<file path="src/rtl/tdm_mux_if.sv">
// tdm_mux_if: per-channel data/request/ready into the mux, serial beat and slot acks out of it
// master: the mux side (takes d/req/rdy, drives o/sel/valid/ack); slave: the channel/downstream side
interface tdm_mux_if;
  logic [7:0] d;
  logic [7:0] req;
  logic       rdy;
  logic       o;
  logic [2:0] sel;
  logic       valid;
  logic [7:0] ack;
  modport master (input d, req, rdy, output o, sel, valid, ack);
  modport slave (output d, req, rdy, input o, sel, valid, ack);
endinterface

</file>
<file path="src/rtl/tdm_mux.sv">
// tdm_mux: eight-channel round-robin TDM collector driving one serial bit plus its 3-bit channel index
// Ports: clk, rst_n (async active-low); bus.master takes d/req (channel k on bit 7-k) and rdy,
// and drives registered o/sel/valid plus a one-cycle one-hot ack (channel k on bit 7-k)
module tdm_mux #(
  parameter int SLOT_CYCLES = 1
) (
  input  logic      clk,
  input  logic      rst_n,
  tdm_mux_if.master bus
);
  localparam int CW = $clog2(SLOT_CYCLES) + 1;
  localparam logic [CW-1:0] LAST = CW'(SLOT_CYCLES - 1);
  typedef enum logic [1:0] {IDLE, SEND, DONE} state_t;
  state_t        st_q, st_d;
  logic [2:0]    ptr_q, ptr_d, sel_q, sel_d, win;
  logic [CW-1:0] cnt_q, cnt_d;
  logic          o_q, o_d, valid_q, valid_d;
  logic [7:0]    ack_q, ack_d, r, rot;
  always_comb begin
    // r[k] is channel k's request; rot[i] is the request of channel ptr+i
    r = {<<{bus.req}};
    rot = 8'({r, r} >> ptr_q);
    win = ptr_q;
    for (int i = 7; i >= 0; i--) if (rot[i]) win = ptr_q + 3'(i);
    st_d = st_q;
    ptr_d = ptr_q;
    sel_d = sel_q;
    cnt_d = cnt_q;
    o_d = o_q;
    valid_d = valid_q;
    ack_d = 8'h00;
    case (st_q)
      IDLE: if (|r) begin
        st_d = SEND;
        sel_d = win;
        o_d = bus.d[~win];
        valid_d = 1'b1;
        cnt_d = '0;
      end
      SEND: if (bus.rdy) begin
        cnt_d = cnt_q + 1'b1;
        if (cnt_q == LAST) begin
          st_d = DONE;
          valid_d = 1'b0;
          ack_d = 8'h80 >> sel_q;
          ptr_d = sel_q + 3'd1;
        end
      end
      default: st_d = IDLE;
    endcase
  end
  always_ff @(posedge clk or negedge rst_n)
    if (!rst_n) begin
      st_q <= IDLE;
      ptr_q <= '0;
      sel_q <= '0;
      cnt_q <= '0;
      o_q <= 1'b0;
      valid_q <= 1'b0;
      ack_q <= 8'h00;
    end else begin
      st_q <= st_d;
      ptr_q <= ptr_d;
      sel_q <= sel_d;
      cnt_q <= cnt_d;
      o_q <= o_d;
      valid_q <= valid_d;
      ack_q <= ack_d;
    end
  assign bus.o = o_q;
  assign bus.sel = sel_q;
  assign bus.valid = valid_q;
  assign bus.ack = ack_q;
endmodule

</file>
<file path="src/flat_wrapper.sv">
// flat-port wrapper written by rule: the top's interface ports become plain ports
module tdm_mux_flat 
#(
  parameter int SLOT_CYCLES = 1
)
  (clk, rst_n, bus_d, bus_req, bus_rdy, bus_o, bus_sel, bus_valid, bus_ack);
  tdm_mux_if bus_i ();
  input  logic clk;
  input  logic rst_n;
  input wire logic [$bits(bus_i.d)-1:0] bus_d;
  input wire logic [$bits(bus_i.req)-1:0] bus_req;
  input wire logic [$bits(bus_i.rdy)-1:0] bus_rdy;
  output wire logic [$bits(bus_i.o)-1:0] bus_o;
  output wire logic [$bits(bus_i.sel)-1:0] bus_sel;
  output wire logic [$bits(bus_i.valid)-1:0] bus_valid;
  output wire logic [$bits(bus_i.ack)-1:0] bus_ack;
  assign bus_i.d = bus_d;
  assign bus_i.req = bus_req;
  assign bus_i.rdy = bus_rdy;
  assign bus_o = bus_i.o;
  assign bus_sel = bus_i.sel;
  assign bus_valid = bus_i.valid;
  assign bus_ack = bus_i.ack;
  tdm_mux #(.SLOT_CYCLES(SLOT_CYCLES)) u_core (.clk(clk), .rst_n(rst_n), .bus(bus_i));
endmodule
</file>
<file path="config.mk">
export PLATFORM = sky130hd
export DESIGN_NAME = tdm_mux_flat
export DESIGN_NICKNAME = d
export VERILOG_FILES = /design/src/rtl/tdm_mux_if.sv /design/src/rtl/tdm_mux.sv /design/src/flat_wrapper.sv
export SDC_FILE = /design/constraint.sdc
export NUM_CORES = 1
export LEC_CHECK = 0
export ABC_AREA = 1
export CAP_MARGIN = 0
export CORE_UTILIZATION = 35
export DETAILED_ROUTE_END_ITERATION = 16
export HOLD_SLACK_MARGIN = 0.06
export PLACE_DENSITY = 0.6
export REMOVE_ABC_BUFFERS = 1
export SYNTH_ARGS = -nofsm -noshare
export SYNTH_HDL_FRONTEND = slang
export SYNTH_SLANG_ARGS = --single-unit
</file>
<file path="constraint.sdc">
create_clock -name clk -period 4.5 [get_ports clk]
set_input_delay 1.125 -clock clk [delete_from_list [all_inputs] [get_ports clk]]
set_output_delay 1.125 -clock clk [all_outputs]
set_load 0.01 [all_outputs]
</file>
==> reports/qor.txt <==
Post-detail-place hpwl: 2.831 mm
CTS resizes: 0
Worst-path fanout max: 5
Total grt overflow: 0
Layout Cells excl Fill: 306
Worst Path Required: 4.65 ns
Finish-stage setup viols: 0
Seq cells post-synth: 19
Drc violations: 0
Largest net degree at the start of global routing: 20
Placed cell count: 302
Critical path cell sequence: clkdlybuf4s50_1 -> nand2_1 -> nand3_1 -> nand2_2 -> o21ai_1 -> inv_1 -> nand2_4 -> nand2_2 -> nand2_4 -> nand2_4 -> nand2_1 -> nand3_1 -> nand3_1 -> nand2_1 -> nand2_1 -> nand2_1
HP Start: u_core.bus.valid
Length in cells of the worst reg-to-reg path: 15
Sequential area share after synthesis: 29.53%
CP startpoint kind: primary input
Pwr/cell area: 777.6 nW/µm²
Die H: 69.83 µm
DRT antenna net count: 0
Post-Synth Simple-Gate Area: 44.29%
All-Layer GR Usage: 15.38%
Multiplexer area fraction after synthesis: 0%
CTS Root Cell: clkbuf_8
IO Pins: 32
Core area: 4384 µm²
Fin area: 1973 µm²
Placed Area: 1928 µm²
Final Util: 45.01%
Cell area after synthesis: 1610 µm²
Hold_ws: 0.5012 ns
Routed Wire Length: 3.616 mm
CTS tree: yes
Reg2reg start: u_core.ptr_q[1]
Clock Latency Late Sink: 0.25 ns
VDD IR max: 0.2810 mV
DIE AREA: 4876 µm²
Final hold vios: 0
Share of cells above drive strength 1: 12.99%
Post-CTS Setup Bufs: 0
Post-synthesis xor/xnor area fraction: 1.632%
Fmax: 331.6 MHz
Final worst slack: 1.484 ns
Chip width: 69.83 µm
Initial Utilization: 36.73%
Placement Setup Slack: 1.218 ns
Most used cell, CP: nand2_1
Gpl congestion: 0.8331
FF-to-FF setup slack: 1.99 ns
Largest family of logic cells by synthesized area: simple AND/OR/NAND/NOR gates
Vias in the first global route: 1,364
DR WL/cell: 11.82 µm
Drt first-iter violations: 91
CP Capture Type: flop
First-pass GRT wire length: 6.099 mm
Final Skew: 0.001160 ns
Router iterations before antenna repair: 4
Critical Path AT: 3.17 ns
Htree depth: 1
Final slew viol count: 0
Area growth syn-to-layout: 22.53%
Area leader, netlist: dfrtp_1
Dominant synthesized flop cell: dfrtp_1
Post-CTS Hold Buffers: 0
Row cnt: 24
Worst-Margin Slew: 0.8332 ns
Crit-path max cell delay: 0.56 ns
CTS sink count: 19
Most common cell in the netlist: nand2_1
Warnings, synthesis: 0
Min cycle time layout: 3.016 ns
Count of unique library cells instantiated by Yosys: 27
Fraction of registers with async set/reset: 100.0%
Post-Syn Instances: 226
Maxcap violations: 0
Cts bufs inserted: 3
Nets: 282
Number of port buffers: 31
Fill count: 471
Synth area leaders: dfrtp_1, nand2_1, nand3_1, ha_1, inv_1
Total power: 1.534 mW
Worst Hold Endpoint: u_core.bus.valid
Crit-path slowest cell: clkdlybuf4s50_1
Worst setup path class: primary input to flop
Worst hold path type: flop to flop
Area share of fa/ha/maj cells after synthesis: 6.216%
Unrepaired setup endpoints after global routing: no
Crit Reg-Reg Endpoint: u_core.bus.o
Status: finished, final reports clean
Synth Area in Compound Gates: 8.314%
Ant diodes: 0
EDFF count, synth: 0
Hold path depth: 2
Area fraction of the dominant cell type after synthesis: 29.53%
Antenna violations before repair: 0
Longest Clk Path Bufs: 2
Accumulated negative setup slack: 0 ns
Clock Pin Slew Worst Setup and Hold Paths: 0.07 ns
DR vias: 1,457
Rel. slew slack: 44.28%
Tcrit/Tclk final: 67.02%
Static leakage: 0.9785 nW
Vias/cell: 4.761
Commonest cells post-synth: nand2_1, nand3_1, inv_1
Synthesized area per cell: 7.125 µm²
## cell families after synthesis
family | after synthesis
AOI/OAI and AO/OA | 24
xor gates and xnor gates | 3
adders and majority gates | 8
buffers and inverters | 34
DFF | 19
and+or+nand+nor | 138
## per-layer routing
layer	up-vias	wire length, µm	track usage, %
met3	2	163	3.052
li1	784	-	-
met1	644	1844	21.18
met2	27	1592	25.53
met4	0	16	2.000
met5	-	0	0
## worst max-delay path, delay by kind of cell
kind / cells / cell delay [ns]
buffers and inverters: 2 / 0.69
and+or+nand+nor: 13 / 1.01
AOI/OAI and AO/OA: 1 / 0.34
## report_power, final
part | internal [mW] | switching [mW] | leakage [nW] | total [mW]
combinational | 0.413 | 0.694 | 0.710 | 1.11
sequential | 0.224 | 0.0871 | 0.246 | 0.311
clock | 0.0629 | 0.0538 | 0.0228 | 0.117
total | 0.700 | 0.834 | 0.978 | 1.53
## final cells by class
type	instances	area [µm²]	area share (%)
Tap cell	52	65.06	3.297
Inverter	27	103.9	5.263
Clock buffer	4	45.04	2.283
Timing Repair Buffer	31	310.3	15.73
Multi-Input combinational cell	173	973.4	49.33
Sequential cell	19	475.5	24.10
## cell usage in the layout, fill, tap and decap left out, types with 2 or more instances in the layout
cell / instances
o21ai_0: 10
nor2_1: 9
o21ai_1: 2
nand2_1: 62
nand3_1: 31
nor4_1: 2
o21ai_2: 2
ha_1: 8
nand2_2: 9
clkbuf_8: 3
xor2_1: 3
a21oi_1: 8
inv_1: 25
dfrtp_1: 19
nor3_1: 8
clkdlybuf4s50_1: 31
nand3_2: 8
nand2_4: 7
## worst max path at each step
stage,from,end,slack [ns]
finish,bus_req[7],u_core.bus.o,1.48
floorplan,bus_req[2],u_core.bus.o,2.02
global route,bus_req[7],u_core.bus.o,1.25
global placement,bus_req[7],u_core.bus.o,1.22
CTS,bus_req[7],u_core.bus.o,1.48
detailed placement,bus_req[7],u_core.bus.o,1.22
## flip-flops by register name (all words and copies together) (netlist names)
| signal | flops |
|---|---|
| u_core.ptr_q | 3 |
| u_core.cnt_q | 1 |
| u_core.bus.valid | 1 |
| u_core.bus.ack | 8 |
| u_core.bus.sel | 3 |
| u_core.bus.o | 1 |
| u_core.st_q | 2 |
No activity file was read; power rests on OpenSTA's default activity.
